### src/rtl/pong_match_ctrl_if.sv
// Game-control bundle between the match sequencer and its environment:
// point/button/frame inputs in, shared strobes, score and phase out.
interface pong_match_ctrl_if;
  logic       i_frame_tick;
  logic       i_start_btn;
  logic       i_pause_btn;
  logic       i_point_l;
  logic       i_point_r;
  logic       o_guiwei;
  logic       o_serve;
  logic       o_run_en;
  logic [3:0] o_score;
  logic [1:0] o_winner;
  logic [2:0] o_phase;

  modport master (
    output i_frame_tick, i_start_btn, i_pause_btn, i_point_l, i_point_r,
    input  o_guiwei, o_serve, o_run_en, o_score, o_winner, o_phase
  );

  modport slave (
    input  i_frame_tick, i_start_btn, i_pause_btn, i_point_l, i_point_r,
    output o_guiwei, o_serve, o_run_en, o_score, o_winner, o_phase
  );
endinterface

### src/rtl/pong_match_ctrl.sv
// Pong match sequencer: IDLE -> SERVE -> PLAY -> POINT -> OVER with pause,
// owning the scores and the shared recenter/serve/run strobes.
module pong_match_ctrl #(
  parameter int WIN_SCORE    = 3,
  parameter int SERVE_FRAMES = 60,
  parameter int POINT_FRAMES = 30,
  parameter int CNT_W        = 7
) (
  input  logic              i_vga_clk,
  input  logic              i_sys_rst,
  pong_match_ctrl_if.slave  bus
);

  typedef enum logic [2:0] {
    IDLE  = 3'd0,
    SERVE = 3'd1,
    PLAY  = 3'd2,
    POINT = 3'd3,
    OVER  = 3'd4,
    PAUSE = 3'd5
  } state_t;

  localparam logic [CNT_W-1:0] SERVE_LOAD = CNT_W'(SERVE_FRAMES);
  localparam logic [CNT_W-1:0] POINT_LOAD = CNT_W'(POINT_FRAMES);
  localparam logic [CNT_W-1:0] CNT_ONE    = CNT_W'(1);
  localparam logic [1:0]       WIN_LVL    = 2'(WIN_SCORE);

  state_t           r_state, w_state_next;
  logic [CNT_W-1:0] r_cnt, w_cnt_next;
  logic [1:0]       r_score_l, w_score_l_next;
  logic [1:0]       r_score_r, w_score_r_next;
  logic [1:0]       r_winner, w_winner_next;
  logic             r_guiwei, w_guiwei_next;
  logic             r_serve, w_serve_next;
  logic             r_run_en, w_run_en_next;
  logic             r_start_q, r_pause_q, r_armed;
  logic             w_start_rise, w_pause_rise, w_tick_last;
  logic             w_left_won, w_right_won;

  // r_armed masks the first cycle after reset so a button held through
  // reset is seen as already high rather than as a fresh press.
  assign w_start_rise = r_armed & bus.i_start_btn & ~r_start_q;
  assign w_pause_rise = r_armed & bus.i_pause_btn & ~r_pause_q;
  assign w_tick_last  = bus.i_frame_tick && (r_cnt <= CNT_ONE);
  assign w_left_won   = (r_score_l >= WIN_LVL);
  assign w_right_won  = (r_score_r >= WIN_LVL);

  always_comb begin
    w_state_next   = r_state;
    w_cnt_next     = r_cnt;
    w_score_l_next = r_score_l;
    w_score_r_next = r_score_r;
    w_winner_next  = r_winner;
    w_guiwei_next  = 1'b0;
    w_serve_next   = 1'b0;
    case (r_state)
      IDLE, OVER: begin
        if (w_start_rise) begin
          w_state_next   = SERVE;
          w_score_l_next = 2'd0;
          w_score_r_next = 2'd0;
          w_winner_next  = 2'b00;
          w_cnt_next     = SERVE_LOAD;
          w_guiwei_next  = 1'b1;
        end
      end
      SERVE: begin
        if (w_tick_last) begin
          w_cnt_next   = '0;
          w_state_next = PLAY;
          w_serve_next = 1'b1;
        end else if (bus.i_frame_tick) begin
          w_cnt_next = r_cnt - CNT_ONE;
        end
      end
      PLAY: begin
        // A point outranks a pause request arriving in the same cycle.
        if (bus.i_point_l || bus.i_point_r) begin
          if (bus.i_point_l && r_score_l != 2'd3) w_score_l_next = r_score_l + 2'd1;
          if (bus.i_point_r && r_score_r != 2'd3) w_score_r_next = r_score_r + 2'd1;
          w_state_next = POINT;
          w_cnt_next   = POINT_LOAD;
        end else if (w_pause_rise) begin
          w_state_next = PAUSE;
        end
      end
      POINT: begin
        if (w_tick_last) begin
          w_cnt_next = '0;
          if (w_left_won || w_right_won) begin
            w_state_next  = OVER;
            w_winner_next = {w_left_won, w_right_won};
          end else begin
            w_state_next  = SERVE;
            w_cnt_next    = SERVE_LOAD;
            w_guiwei_next = 1'b1;
          end
        end else if (bus.i_frame_tick) begin
          w_cnt_next = r_cnt - CNT_ONE;
        end
      end
      PAUSE: begin
        if (w_pause_rise) w_state_next = PLAY;
      end
      default: w_state_next = IDLE;
    endcase
    w_run_en_next = (w_state_next == PLAY);
  end

  always_ff @(posedge i_vga_clk or posedge i_sys_rst) begin
    if (i_sys_rst) begin
      r_state   <= IDLE;
      r_cnt     <= '0;
      r_score_l <= 2'd0;
      r_score_r <= 2'd0;
      r_winner  <= 2'b00;
      r_guiwei  <= 1'b0;
      r_serve   <= 1'b0;
      r_run_en  <= 1'b0;
      r_start_q <= 1'b0;
      r_pause_q <= 1'b0;
      r_armed   <= 1'b0;
    end else begin
      r_state   <= w_state_next;
      r_cnt     <= w_cnt_next;
      r_score_l <= w_score_l_next;
      r_score_r <= w_score_r_next;
      r_winner  <= w_winner_next;
      r_guiwei  <= w_guiwei_next;
      r_serve   <= w_serve_next;
      r_run_en  <= w_run_en_next;
      r_start_q <= bus.i_start_btn;
      r_pause_q <= bus.i_pause_btn;
      r_armed   <= 1'b1;
    end
  end

  assign bus.o_phase  = r_state;
  assign bus.o_score  = {r_score_l, r_score_r};
  assign bus.o_winner = r_winner;
  assign bus.o_guiwei = r_guiwei;
  assign bus.o_serve  = r_serve;
  assign bus.o_run_en = r_run_en;

endmodule

### src/flat_wrapper.sv
// flat-port wrapper written by rule: the top's interface ports become plain ports
module pong_match_ctrl_flat 
#(
  parameter int WIN_SCORE    = 3,
  parameter int SERVE_FRAMES = 60,
  parameter int POINT_FRAMES = 30,
  parameter int CNT_W        = 7
)
  (i_vga_clk, i_sys_rst, bus_i_frame_tick, bus_i_start_btn, bus_i_pause_btn, bus_i_point_l, bus_i_point_r, bus_o_guiwei, bus_o_serve, bus_o_run_en, bus_o_score, bus_o_winner, bus_o_phase);
  pong_match_ctrl_if bus_i ();
  input  logic i_vga_clk;
  input  logic i_sys_rst;
  input wire logic [$bits(bus_i.i_frame_tick)-1:0] bus_i_frame_tick;
  input wire logic [$bits(bus_i.i_start_btn)-1:0] bus_i_start_btn;
  input wire logic [$bits(bus_i.i_pause_btn)-1:0] bus_i_pause_btn;
  input wire logic [$bits(bus_i.i_point_l)-1:0] bus_i_point_l;
  input wire logic [$bits(bus_i.i_point_r)-1:0] bus_i_point_r;
  output wire logic [$bits(bus_i.o_guiwei)-1:0] bus_o_guiwei;
  output wire logic [$bits(bus_i.o_serve)-1:0] bus_o_serve;
  output wire logic [$bits(bus_i.o_run_en)-1:0] bus_o_run_en;
  output wire logic [$bits(bus_i.o_score)-1:0] bus_o_score;
  output wire logic [$bits(bus_i.o_winner)-1:0] bus_o_winner;
  output wire logic [$bits(bus_i.o_phase)-1:0] bus_o_phase;
  assign bus_i.i_frame_tick = bus_i_frame_tick;
  assign bus_i.i_start_btn = bus_i_start_btn;
  assign bus_i.i_pause_btn = bus_i_pause_btn;
  assign bus_i.i_point_l = bus_i_point_l;
  assign bus_i.i_point_r = bus_i_point_r;
  assign bus_o_guiwei = bus_i.o_guiwei;
  assign bus_o_serve = bus_i.o_serve;
  assign bus_o_run_en = bus_i.o_run_en;
  assign bus_o_score = bus_i.o_score;
  assign bus_o_winner = bus_i.o_winner;
  assign bus_o_phase = bus_i.o_phase;
  pong_match_ctrl #(.WIN_SCORE(WIN_SCORE), .SERVE_FRAMES(SERVE_FRAMES), .POINT_FRAMES(POINT_FRAMES), .CNT_W(CNT_W)) u_core (.i_vga_clk(i_vga_clk), .i_sys_rst(i_sys_rst), .bus(bus_i));
endmodule
### config.mk
export PLATFORM = sky130hd
export DESIGN_NAME = pong_match_ctrl_flat
export DESIGN_NICKNAME = d
export VERILOG_FILES = /design/src/rtl/pong_match_ctrl_if.sv /design/src/rtl/pong_match_ctrl.sv /design/src/flat_wrapper.sv
export SDC_FILE = /design/constraint.sdc
export NUM_CORES = 1
export LEC_CHECK = 0
export BUFFER_PORTS_ARGS = -buffer_cell sky130_fd_sc_hd__buf_4
export CORE_AREA = 4 4 55 57
export CTS_BUF_LIST = sky130_fd_sc_hd__clkbuf_8
export CTS_CLUSTER_DIAMETER = 30
export CTS_CLUSTER_SIZE = 40
export DETAILED_ROUTE_END_ITERATION = 16
export DIE_AREA = 0 0 59 61
export MAX_ROUTING_LAYER = met4
export PLACE_DENSITY = 0.73
export SLEW_MARGIN = 40
export SYNTH_ARGS = -nofsm -noshare
export SYNTH_HDL_FRONTEND = slang
export SYNTH_SLANG_ARGS = --single-unit
### constraint.sdc
create_clock -name i_vga_clk -period 3.95 [get_ports i_vga_clk]
set_input_delay 0.79 -clock i_vga_clk [delete_from_list [all_inputs] [get_ports i_vga_clk]]
set_output_delay 0.79 -clock i_vga_clk [all_outputs]
set_load 0.005 [all_outputs]
**Word level (Yosys, flattened, before mapping)**

Index checks and enable logic that the tools add are counted.
W data, S select, Z words.

- Equal/unequal tests: 14
- Shift operators: 0
- Div/mod/pow operators: 0
- $add $sub $neg: 3
- Bitwise logic cells: 6
- $lt $le $gt $ge: 3
- Reduce and logical (&&, ||, !) cells: 14
- Multiplexer cells: 31
- Multiply operators: 0

Operator list:

| cell | number |
|---|---|
| $mux W7 | 5 |
| $pmux W7 S4 | 1 |
| $mux W3 | 7 |
| $pmux W3 S5 | 1 |
| $mux W2 | 7 |
| $ne A2 B1 Y1 const B | 6 |
| $pmux W2 S2 | 3 |
| $reduce_and A4 Y1 | 3 |
| $eq A3 B2 Y1 const B | 3 |
| $le A7 B1 Y1 const B | 1 |
| $sub A7 B1 Y7 const B | 1 |
| $eq A3 B3 Y1 const B | 2 |
| $mux W6 | 1 |
| $mux W1 | 5 |
| $add A2 B1 Y2 const B | 2 |
| $and A1 B1 Y1 | 4 |
| $ge A2 B2 Y1 const B | 2 |
| $ne A2 B2 Y1 const B | 2 |
| $reduce_bool A2 Y1 | 2 |
| $reduce_bool A4 Y1 | 1 |
| $eq A3 B1 Y1 const B | 1 |
| $logic_and A1 B1 Y1 | 3 |
| $logic_not A3 Y1 | 1 |
| $reduce_and A3 Y1 | 1 |
| 4 further kinds | 6 |

- Input port bits: 7
- Word-level logic and storage cells: 82
- Latch bits: 0
- RAM bits: 0
- Output and inout bits: 12
- Bits in registers: 22
- Memories: 0
- Bits in read-only memories: 0

**Logic depth before layout (Yosys ltp)**

Gate-level depths: netlist (run 1).

- Depth after elaboration: 6
- Gate-level depth with buffers: 6
- Gate-level depth less buffers: 6

**Worst setup path after synthesis (run 1)**

No wires, ideal clock.

- Path kind: input to register
- From: input port bus_i_frame_tick
- To: register u_core.r_cnt[2]
- Stages: 5
- Data required time: 3846 ps
- Setup slack: 2034 ps
- Arrival: 1812 ps
- Path through: buf_4 -> nor3b_2 -> a31oi_2 -> a211oi_1 -> a221oi_1

- Longest elaborated chain between the ends: 3
- Elaborated cells on any way between the ends: 5

Ends and longest elaborated chain:

| what | RTL line | source |
|---|---|---|
| start: declaration | flat_wrapper.sv:13 | `input wire logic [$bits(bus_i.i_frame_tick)-1:0] bus_i_frame_tick;` |
| $mux W7 / $logic_and A1 B1 Y1 (equally long branches) | - |  |
| $mux W7, on equally long branches | pong_match_ctrl.sv:88, pong_match_ctrl.sv:68 |  |
| $pmux W7 S4 (*) | pong_match_ctrl.sv:56 | `case (r_state)` |
| end signal: assignment | pong_match_ctrl.sv:125 | `r_cnt <= w_cnt_next;` |
| end: declaration | pong_match_ctrl.sv:29 | `logic [CNT_W-1:0] r_cnt, w_cnt_next;` |

Every way passes the cells marked *; elsewhere a longest branch is shown, timed or not.
A chain may end at the register's enable or synchronous reset.

**Final worst setup path (run 1)**

- From: input port bus_i_frame_tick
- To: register u_core.r_cnt[5]

Same word-level chain as after synthesis.

==> results summary, run 1 <==
The largest net degree at the start of global routing came out at 23. The routed wirelength normalized by instance count came out at 15.82 um. The synthesized netlist net count is ~150. The count of input and output buffers came out at 18. The final count of hold timing violations came out at 0. Subtracting the final worst setup slack from the clock period gives about 2 ns.

In the layout the commonest cells are 22 x sky130_fd_sc_hd__dfrtp_1, 18 x sky130_fd_sc_hd__buf_4, 11 x sky130_fd_sc_hd__nand2_1. Clock tree synthesis selected as its root buffer the cell sky130_fd_sc_hd__clkbuf_8. The mapped netlist covers 0.001313 sq mm. The number of nets still failing antenna checks after routing came out at 0.

The clock network latency to the later pin of the worst-skew pair came out at around 0.26 ns. Across the run, the number of max-cap violations was 0. At the pin with the least slew margin, the transition time is roughly 0.73 ns. The count of routing violations after the opening detailed-route iteration came out at 56. The library cell used most frequently in the layout, excluding fill and tap cells, is sky130_fd_sc_hd__dfrtp_1.

The worst hold endpoint is u_core.r_score_r[0]$_DFFE_PP0P_. The per-cell via count in the routed design is ~6. The depth of the worst register-to-register path is 4. The total power per unit cell area is approximately 610 mW/mm^2. Counting flops with a built-in enable in the synthesized netlist gives 0. The die extent in x came out at 59 um. The via count of the first global-routing pass came to 1099. The cell depth of the worst hold path is 1. Sequential elements use a little over two fifths of the synthesized area. The starting utilization of the core area came out at between 50% and 60%. The proportion of layout cells with a drive suffix above 1 came out at about 22%.

The post-cts resize count is 0. The highest clock rate is ~0.5 GHz. The max-slew violation count is 0. The total overflow left after global routing is 0. The number of warning messages in the yosys log came out at 0. The critical path startpoint category is a primary input. Each instance of the synthesized netlist takes up on average approximately 9.7 sq um. Setup repair after global routing left no endpoint under its margin. Across the VDD grid, the largest voltage drop is between 0.3 and 0.4 mV. After clock tree synthesis, the clock-pin slew on the worst setup and hold paths is approximately 0.080 ns. The final estimated routing congestion in global placement is between 0.9 and 1. The type of the setup path with the least slack is in2reg. The leakage dissipation is 0.6365 nW.

In this run the worst hold path is classified as reg2reg. Adding up every negative setup slack in the final design gives 0 ns. The maximum fanout count along the critical path is 11. The worst-case register-to-register setup slack is a little over 2 ns. The utilization of the core after routing is around three fifths. No sink is reached through more buffers than the 2 on the longest clock path.

The startpoint identified for the worst hold timing path is u_core.r_score_r[0]$_DFFE_PP0P_. The worst clock skew on the final layout is roughly 0.0015 ns. The async set-or-reset flop fraction in the synthesized netlist is 100.0%. The headroom to the max-slew limit is 50.38%. The count of pins on the block boundary came out at 19. The residual DRC count came out at 0.

The number of rows in the core area is 18. The number of storage elements in the synthesis netlist came out at 22. The area growth from synthesis to final layout is 14.30%. The unique cell type count in the Yosys netlist is 51. In this run the critical register-to-register path is launched from u_core.bus.o_phase[0]$_DFF_PP0_. The clock sink count came out at 22. Detailed routing inserted a total of 1126 vias. The required arrival time at the worst endpoint is about 4.1 ns.

The synthesized netlist cell count is about 140. In this run, post-CTS hold repair placed 0 buffers. The post-route fraction of the period consumed by the critical path is 49.70%.

The wire length of the first global-routing pass came out at around 5000 um. The detailed placer's ending HPWL came out at 2157 um. The total iterations of the first detailed-routing run is 4.

The TritonCTS clock tree is yes. Summed over all layers, the routed wires come to just under 3000 um. The height of the die is roughly 60 um.

The number of nets at the end of the flow came out at around 170. The worst setup path is captured at a register. For this run, the leading register cell type out of synthesis is sky130_fd_sc_hd__dfrtp_1. The region available for standard cell placement spans about 0.0025 sq mm. Once the clock tree was built, the setup fixing pass inserted 0 buffers. Buffers inserted during clock tree synthesis total 3. The count of endpoints failing setup in the final report came out at 0. The number of levels the H-tree was split into is 1. The arrival time of the worst setup path came out at roughly 2.1 ns.

The end of the worst register-to-register path is u_core.r_cnt[2]$_DFFE_PP0P_. Global routing used 19.06% of the available tracks. The number of antenna violations at the first check in global routing came out at 0. The die covers around 0.0036 sq mm. The diode insertion count for antenna repair is 0. The run finished with clean final reports.
## flip-flops by register name, indices dropped and copies added (netlist names)
register,cells
u_core.bus.o_run_en,1
u_core.bus.o_phase,3
u_core.r_score_r,2
u_core.bus.o_guiwei,1
u_core.bus.o_serve,1
u_core.r_start_q,1
u_core.r_cnt,7
u_core.r_armed,1
u_core.r_pause_q,1
u_core.r_score_l,2
u_core.bus.o_winner,2
## power breakdown
part | switching (mW) | internal (mW) | total [mW]
Combinational | 0.206 | 0.181 | 0.387
Clock | 0.0749 | 0.0683 | 0.143
Sequential | 0.0936 | 0.293 | 0.386
Total | 0.374 | 0.541 | 0.916
## how the worst max path moves through the flow
stage | start | endpoint | slack, ns
CTS | bus_i_frame_tick | u_core.r_cnt[5]$_DFFE_PP0P_ | 2.00
floorplan | bus_i_frame_tick | u_core.r_cnt[2]$_DFFE_PP0P_ | 2.03
finish | bus_i_frame_tick | u_core.r_cnt[5]$_DFFE_PP0P_ | 1.99
global placement | bus_i_frame_tick | u_core.r_cnt[2]$_DFFE_PP0P_ | 1.85
detailed placement | bus_i_frame_tick | u_core.r_cnt[5]$_DFFE_PP0P_ | 1.76
global route | u_core.r_cnt[1]$_DFFE_PP0P_ | u_core.r_cnt[6]$_DFFE_PP0P_ | 1.86
## per-layer routing
layer | wire length [um] | vias to the layer above | share of wire (%) | global-route usage (%)
met4 | 54 | 0 | 1.9 | 8.738
met5 | 0 | - | 0 | -
li1 | - | 547 | - | -
met1 | 1327 | 535 | 46 | 23.74
met3 | 164 | 5 | 5.7 | 3.191
met2 | 1348 | 39 | 47 | 30.28
## through the flow
step	setup WS, ns	std cells	hold WS [ns]	cell area [sq um]	power [mW]
floorplan	2.034	136	0.4938	1313	0.6496
global placement	1.854	180	0.4978	1459	0.7624
detailed placement	1.760	180	0.5120	1459	0.7730
CTS	2.003	183	0.5228	1500	0.9153
global route	1.857	183	0.5666	1500	0.9906
finish	1.987	183	0.5211	1500	0.9158
## cell usage after synthesis (2+ instances only)
library cell               count  area share [%]
sky130_fd_sc_hd__inv_1         9             2.6
sky130_fd_sc_hd__o21ai_1       4             1.5
sky130_fd_sc_hd__o21ai_0       5             1.9
sky130_fd_sc_hd__nor3_1        3             1.1
sky130_fd_sc_hd__buf_4         3             1.7
sky130_fd_sc_hd__nand2b_1      2            0.95
sky130_fd_sc_hd__nand3_1       5             1.9
sky130_fd_sc_hd__nor4_1        3             1.4
sky130_fd_sc_hd__or4_1         2             1.1
sky130_fd_sc_hd__or3_1         2            0.95
sky130_fd_sc_hd__a211oi_1      2             1.1
sky130_fd_sc_hd__o21a_1        2             1.1
sky130_fd_sc_hd__mux2i_1       2             1.5
sky130_fd_sc_hd__a31oi_1       4             1.9
sky130_fd_sc_hd__nand3b_1      2             1.1
sky130_fd_sc_hd__nor2_1        8             2.3
sky130_fd_sc_hd__nor3b_1       2             1.1
sky130_fd_sc_hd__nand2_1      11             3.1
sky130_fd_sc_hd__dfrtp_1      22              42
sky130_fd_sc_hd__o311ai_0      2             1.3
sky130_fd_sc_hd__o211ai_1      2             1.1
sky130_fd_sc_hd__ha_1          4             3.8
sky130_fd_sc_hd__a21oi_1       7             2.7
## logic make-up after synthesis
group | after synthesis | synth area share (%)
AND/OR/NAND/NOR | 54 | 26.69
AO/OA/AOI/OAI | 40 | 21.16
flip-flops | 22 | 41.94
buffers and inverters | 13 | 4.575
adder cells (fa/ha/maj) | 4 | 3.813
multiplexers | 2 | 1.525
other | 1 | 0.2857
## worst max-delay path, cell delays in order
cell and delay [ns]:
sky130_fd_sc_hd__buf_4 0.13, sky130_fd_sc_hd__nor4b_1 0.62, sky130_fd_sc_hd__a21boi_0 0.29, sky130_fd_sc_hd__o21ai_0 0.11, sky130_fd_sc_hd__a211oi_1 0.20
## area by class of cell
class | instances | area [sq um]
Clock buffer | 3 | 41.29
Sequential cell | 22 | 550.5
Tap cell | 30 | 37.54
Timing Repair Buffer | 18 | 135.1
Fill cell | 228 | 977.2
Multi-Input combinational cell | 101 | 701.9
Inverter | 9 | 33.78
Note: power is estimated with default switching activity, not from simulation.
==> run 2, diff against run 1 <==
- PLACE_DENSITY: 0.73 -> 0.76
- clock period: 3.95 -> 1.65 ns (I/O delays scaled with it)
==> run 2 against run 1 <==
  * The run now ends with setup timing left
  * Critical path depth stayed put
  * Sequential share of layout area is 7.5 points lower
  * First-iteration DRC count is 39% higher
  * Clock power grew to 2.7 times the previous value
  * Combinational power grew to 4.6 times the previous value
  * Hold slack worse by 0.44 ns
  * Non-clock buffer count is 36 higher
  * Global-route usage is 6.7 points higher
  * Utilization is 16 points higher
  * Cell count is 20% higher
  * Power grew to 3.3 times the previous value
  * Die area stayed put
  * Critical path type is now reg2reg
==> results summary, run 2 (synthesized netlist as in run 1, its figures left out) <==
The peak per-stage delay on the critical path came out at 0.40 ns (-0.22 ns). The flow ran to the end, but the final reports show violations. The peak supply drop is 1.390 mV (+260%). The min-delay analysis places its worst path in the category in2async. The count of pins on the block boundary came to 19 (unchanged). Leaving out fill and tap cells, the most frequent cells in the layout are 51 x sky130_fd_sc_hd__buf_4, 19 x sky130_fd_sc_hd__dfrtp_1, 11 x sky130_fd_sc_hd__nand2_1. The starting utilization of the core area came to 52.98% (unchanged).

Timing would allow up to around 0.57 GHz. The diode insertion count for antenna repair came out at 0 (unchanged). The final worst hold slack is 0.08586 ns (-0.4353 ns). The via count of the first global-routing pass is 1368 (+24%).

The number of antenna violations at the first check in global routing is 0 (unchanged). The number of levels the H-tree was split into is 1 (unchanged). The clock sink count came to 22 (unchanged).

The max-slew violation count is 0 (unchanged). The overall global routing resource usage was 25.75% (+6.7 points). After layout, the minimum clock period comes to 1.749 ns.

The number of nets still failing antenna checks after routing came out at 0 (unchanged). The number of rows in the core area is 18 (unchanged). The core area came out at 0.002477 sq mm (unchanged). The maximum buffer depth of the clock tree is 2 (unchanged).

The detailed placer's ending HPWL came out at 2710 um (+26%). The final count of hold timing violations is 0 (unchanged). For this design, the slowest cell found on the critical path is sky130_fd_sc_hd__or3_4. The clock network latency to the later pin of the worst-skew pair came to 0.27 ns (about the same). The count of input and output buffers was 18 (unchanged). The hold buffer count at cts came out at 0 (unchanged).

Clock tree synthesis selected as its root buffer the cell sky130_fd_sc_hd__clkbuf_8. Walking the worst path, the cells encountered are buf_4, or3_4, nor4_4, nor2_2, a221oi_2. The residual DRC count is 0 (unchanged). The summed negative setup slack over all endpoints is -0.3064 ns (-0.3064 ns). The wire length of the first global-routing pass is 6637 um (+32%). The count of endpoints failing setup in the final report was 8 (+8). The largest net degree at the start of global routing is 23 (unchanged). The routed wirelength normalized by instance count is 19.32 um (+22%). The maximum fanout count along the critical path came out at 4 (-7). The number of nets at the end of the flow was 202 (+22%). The total die area came to 0.003599 sq mm (unchanged). The total power per unit cell area is 1587 mW/mm^2 (+160%). The post-route fraction of the period consumed by the critical path came out at 106.0%.

Setup repair after global routing could not meet its margin everywhere. The area growth from synthesis to final layout came out at 44.80%. The residual overflow from global routing came out at 0 (unchanged). The number of max-cap violations was 0 (unchanged). The required arrival time at the worst endpoint came out at 1.81 ns (-2.32 ns).

The overall power of the completed layout came to 3.016 mW (+230%). The total iterations of the first detailed-routing run is 4 (unchanged). The final reports fail on setup timing. The die extent in x came out at 59 um (unchanged).

The type of the setup path with the least slack is reg2reg. The count of routing violations after the opening detailed-route iteration is 78 (+39%). The height of the die came out at 61 um (unchanged).

The total number of vias is 1388 (+23%). The per-cell via count in the routed design came out at 6.309 (+2.5%). The post-CTS clock slew at the launch and capture registers of the worst setup and hold paths is 0.08 ns (about the same). TritonCTS built the clock tree. The total clock buffers created by CTS is 3 (unchanged). The final setup slack of the worst path came out at -0.09920 ns (-2.086 ns). The critical path startpoint category is a register. The routed wire length came out at 4250 um (+47%).

The proportion of layout cells with a drive suffix above 1 came to 47.37% (+26 points). The arrival time of the worst setup path came out at 1.91 ns (-0.23 ns). The leakage dissipation is 0.8400 nW (+32%).

More flip-flops sit in one register than any other, and that register is u_core.r_cnt. The flip-flop count of the largest register, all copies and words added was 7 (unchanged). The library cell used most frequently in the layout, excluding fill and tap cells, is sky130_fd_sc_hd__buf_4. The final estimated routing congestion in global placement is 0.8972 (-9.6%). STA classifies the critical path endpoint as a register.

The worst clock skew on the final layout is 0.006797 ns (+0.005313 ns).
## run 2: repair_timing
action / in CTS / in global routing
hold endpoints to repair: 0 / 0
resized for setup: 15 / 13
pin swaps: 5 / 7
buffers inserted: 5 / 5
endpoints found under the setup margin: 14 / 18
## run 2: report_power, final
part	leakage [nW]	switching (mW)	internal (mW)
clock	0.0288	0.175	0.213
combinational	0.542	0.869	0.905
sequential	0.269	0.148	0.706
## run 2: per-stage QoR
stage / cells / cell area, sq um / setup slack, ns / util (%)
4_1_cts: 215 / 1812 / -0.1042 / 73.13
3_5_place_dp: 206 / 1659 / -0.1308 / 66.97
3_3_place_gp: 206 / 1659 / -0.01921 / 66.97
6_report: 220 / 1901 / -0.09920 / 76.72
2_1_floorplan: 136 / 1318 / -0.03326 / -
5_1_grt: 220 / 1901 / -0.1780 / 76.72
## run 2: cell type report
| type | instances | area, sq um |
|---|---|---|
| Fill cell | 162 | 576.8 |
| Sequential cell | 22 | 554.3 |
| Timing Repair Buffer | 54 | 416.7 |
| Clock buffer | 4 | 55.05 |
| Inverter | 9 | 33.78 |
| Multi-Input combinational cell | 101 | 803.3 |
| Tap cell | 30 | 37.54 |
## run 2: critical path: cells and delay by family, from the launching register on
| family | cells | cell delay, ns |
|---|---|---|
| flip-flops | 1 | 0.39 |
| buffers and inverters | 1 | 0.15 |
| AO/OA/AOI/OAI | 1 | 0.28 |
| AND/OR/NAND/NOR | 3 | 0.82 |
## run 2: metal layers
layer  share of wire (%)  global-route usage (%)  vias to the layer above  wire [um]
li1                    -                       -                      626          -
met1                  38                   29.84                      654       1606
met2                  50                   43.06                       88       2104
met3                 8.4                   5.957                       20        356
met4                 4.3                   10.36                        0        183
met5                   0                       -                        -          0
## run 2: path summary, 6_finish.rpt
check                                                  from                          end  slack (ns)  depth (start not counted)
worst max-delay path            u_core.r_cnt[4]$_DFFE_PP0P_  u_core.r_cnt[2]$_DFFE_PP0P_        -0.1                          5
worst min-delay path                              i_sys_rst  u_core.r_cnt[0]$_DFFE_PP0P_        0.09                          3
worst max register to register  u_core.r_cnt[4]$_DFFE_PP0P_  u_core.r_cnt[2]$_DFFE_PP0P_        -0.1                          5
worst min register to register  u_core.r_cnt[6]$_DFFE_PP0P_  u_core.r_cnt[6]$_DFFE_PP0P_        0.55                          1
max in group asynchronous                         i_sys_rst  u_core.r_cnt[1]$_DFFE_PP0P_        1.32                          3
min in group i_vga_clk                      bus_i_start_btn   u_core.r_start_q$_DFF_PP0_        0.17                          1
==> run 3, diff against run 2 <==
- BUFFER_PORTS_ARGS: -buffer_cell sky130_fd_sc_hd__buf_4 -> not set
- CORE_AREA: 4 4 55 57 -> 4 4 65 67
- DIE_AREA: 0 0 59 61 -> 0 0 69 71
- DONT_BUFFER_PORTS: not set -> 1
- PLACE_DENSITY: 0.76 -> not set
==> run 3 against run 2 <==
  * Count of clock-buffer cells in the layout did not move
  * Highest routed layer unchanged
  * The run still ends with setup timing left
  * Combinational power fell by 15%
  * Fmax up 2.7%
  * Wire length is 18% lower
  * Cell count grew 0.91%
  * Register-to-register slack improved by 0.05 ns
  * Global-route usage is 11 points lower
  * Largest power group unchanged
  * Die area up 36%
  * Design area fell by 5.5%
  * Power shrank 7.0%
  * Clock power grew 4%
==> results summary, run 3 (synthesized netlist as in run 1, its figures left out) <==
The final setup slack of the worst path is -0.05369 ns (+0.04550 ns). The post-route fraction of the period consumed by the critical path came out at 103.3% (-2.8 points). The number of levels the H-tree was split into is 1 (unchanged).

The count of pins on the block boundary is 19 (unchanged). The overall global routing resource usage is 14.62% (-11 points). In the layout the commonest cells are 33 x sky130_fd_sc_hd__buf_4, 20 x sky130_fd_sc_hd__dfrtp_1, 11 x sky130_fd_sc_hd__nand2_1. The number of rows in the core area is 22 (+4).

The worst clock skew on the final layout was 0.003973 ns (-0.002824 ns). The peak supply drop is 0.4967 mV (-64%). The count of input and output buffers is 0 (-18). The number of nets still failing antenna checks after routing came out at 0 (unchanged). The overall power of the completed layout is 2.805 mW (-7.0%). The final worst hold slack is 0.08695 ns (+0.001088 ns). The clock network latency to the later pin of the worst-skew pair is 0.27 ns (about the same). The max-slew violation count is 0 (unchanged). The final count of hold timing violations was 0 (unchanged).

The clock sink count came to 22 (unchanged). The arrival time of the worst setup path was 1.89 ns (-0.02 ns). The number of nets at the end of the flow is 186 (-7.9%). The final reports fail on setup timing. The total number of vias came out at 1245 (-10%). The routed wire length is 3484 um (-18%).

The flip-flop count of the largest register, all copies and words added is 7 (unchanged). The highest clock rate is 0.5870 GHz (+2.7%). The required arrival time at the worst endpoint came out at 1.83 ns (+0.02 ns).

The tightest min-delay check is of the in2reg type. The maximum buffer depth of the clock tree is 2 (unchanged). The routed wirelength normalized by instance count is 15.69 um (-19%). The leakage dissipation is 0.7524 nW (-10%). The per-cell via count in the routed design is 5.608 (-11%). The critical path goes through or4_1, o32a_1, o22ai_2, nor4b_4. The post-CTS clock slew at the launch and capture registers of the worst setup and hold paths is 0.09 ns (about the same).

The residual DRC count is 0 (unchanged). The total power per unit cell area came out at 1561 mW/mm^2 (-1.6%). The worst setup path is launched from a register. Among cell families on the critical path, the largest total delay comes from simple AND/OR/NAND/NOR gates. Setup repair after global routing could not meet its margin everywhere. The count of buffering cells on the critical path with inverters included came to 0 (-1). The number of max-cap violations is 0 (unchanged).

The height of the die is 71 um (+16%). The worst-case register-to-register setup slack is -0.05 ns (+0.05 ns). The endpoint class of the critical path is a register. The number of antenna violations at the first check in global routing came out at 0 (unchanged). The number of fillers in the final layout came out at 343 (+110%). The proportion of layout cells with a drive suffix above 1 is 37.36% (-10 points). The count of routing violations after the opening detailed-route iteration is 71 (-9.0%).

The die extent in x came out at 69 um (+17%). The core area is 0.003633 sq mm (+47%). The slowest stage of the critical path is the sky130_fd_sc_hd__or4_1 cell. Leaving out fill and tap cells, the most frequent cell in the layout is sky130_fd_sc_hd__buf_4. The largest net degree at the start of global routing came out at 13 (-43%). The diode insertion count for antenna repair is 0 (unchanged).

The total die area came out at 0.004899 sq mm (+36%). The flow ran to the end, but the final reports show violations. The peak per-stage delay on the critical path is 0.51 ns (+0.11 ns). The final estimated routing congestion in global placement came out at 0.9374 (+4.5%). The total iterations of the first detailed-routing run came out at 4 (unchanged).

The total clock buffers created by CTS was 3 (unchanged). TritonCTS built the clock tree. The register with the most flip-flops is u_core.r_cnt. The wire length of the first global-routing pass was 5671 um (-15%). Relative to the synthesized area, the layout overhead comes to 36.89%. The tree is rooted in a sky130_fd_sc_hd__clkbuf_8. The detailed placer's ending HPWL came out at 2624 um (-3.2%). The post-layout minimum cycle time was 1.704 ns (-0.04550 ns). The count of endpoints failing setup in the final report came to 4 (-4). The starting utilization of the core area was 36.12% (-17 points). The via count of the first global-routing pass came to 1181 (-14%). The maximum fanout count along the critical path came out at 7 (+3). The residual overflow from global routing came out at 0 (unchanged).

The type of the setup path with the least slack is reg2reg.
-- run 3: cell count changes in the layout (fill, tap and decap cells not counted), moves of 2 or more --
cell	before	now
sky130_fd_sc_hd__nor3b_1	0	2
sky130_fd_sc_hd__ha_2	3	1
sky130_fd_sc_hd__nor3b_2	3	0
sky130_fd_sc_hd__buf_4	51	33
-- run 3: power by group --
part,total [mW],internal (mW),switching [mW]
combinational,1.50,0.791,0.707
clock,0.402,0.213,0.189
sequential,0.906,0.703,0.203
-- run 3: area by class of cell --
| type | count | area [sq um] | area share (%) |
|---|---|---|---|
| multi-input cells | 101 | 792.0 | 44.08 |
| well taps | 48 | 60.06 | 3.343 |
| flip-flops and latches | 22 | 553.0 | 30.78 |
| repair buffers | 38 | 302.8 | 16.85 |
| clock buffers | 4 | 55.05 | 3.064 |
| inverters | 9 | 33.78 | 1.880 |
-- run 3: per-stage QoR --
step | setup WS (ns) | setup TNS (ns) | instance area, sq um | instances | utilization (%)
after detailed placement | -0.07542 | -0.2874 | 1562 | 208 | 42.98
after CTS | -0.07426 | -0.2244 | 1683 | 215 | 46.32
after global placement | -0.03608 | -0.03754 | 1562 | 208 | 42.98
after floorplan | -0.03326 | -0.03326 | 1318 | 136 | -
after global routing | -0.1259 | -0.4760 | 1797 | 222 | 49.45
final | -0.05369 | -0.07358 | 1797 | 222 | 49.45
-- run 3: worst reg2reg max path: cells and delay by family, from the launching register on --
| kind | cells | cell delay, ns |
|---|---|---|
| AOI/OAI and AO/OA | 2 | 0.45 |
| DFF | 1 | 0.45 |
| and+or+nand+nor | 2 | 0.72 |
-- run 3: path summary, 6_finish.rpt --
check / endpoint / cells past startpoint / startpoint
setup / recovery: u_core.bus.o_run_en$_DFF_PP0_ / 4 / u_core.r_cnt[3]$_DFFE_PP0P_
hold / removal: u_core.r_pause_q$_DFF_PP0_ / 0 / bus_i_pause_btn
setup reg to reg: u_core.bus.o_run_en$_DFF_PP0_ / 4 / u_core.r_cnt[3]$_DFFE_PP0P_
hold reg to reg: u_core.r_cnt[6]$_DFFE_PP0P_ / 1 / u_core.r_cnt[6]$_DFFE_PP0P_
max in group asynchronous: u_core.bus.o_phase[2]$_DFF_PP0_ / 3 / i_sys_rst
min in group asynchronous: u_core.r_cnt[0]$_DFFE_PP0P_ / 2 / i_sys_rst
-- run 3: timing repair --
action	4_1_cts	5_1_grt
buffers inserted	2	7
hold buffers	1	0
hold endpoints to repair	10	0
setup endpoints to repair	11	16
gates resized for setup	8	15
pin swaps	1	6
-- run 3: layer usage --
layer,GRT usage (%),routed length [um]
met5,-,0
met4,5.423,24
met3,2.841,215
met2,24.79,1803
met1,17.19,1440
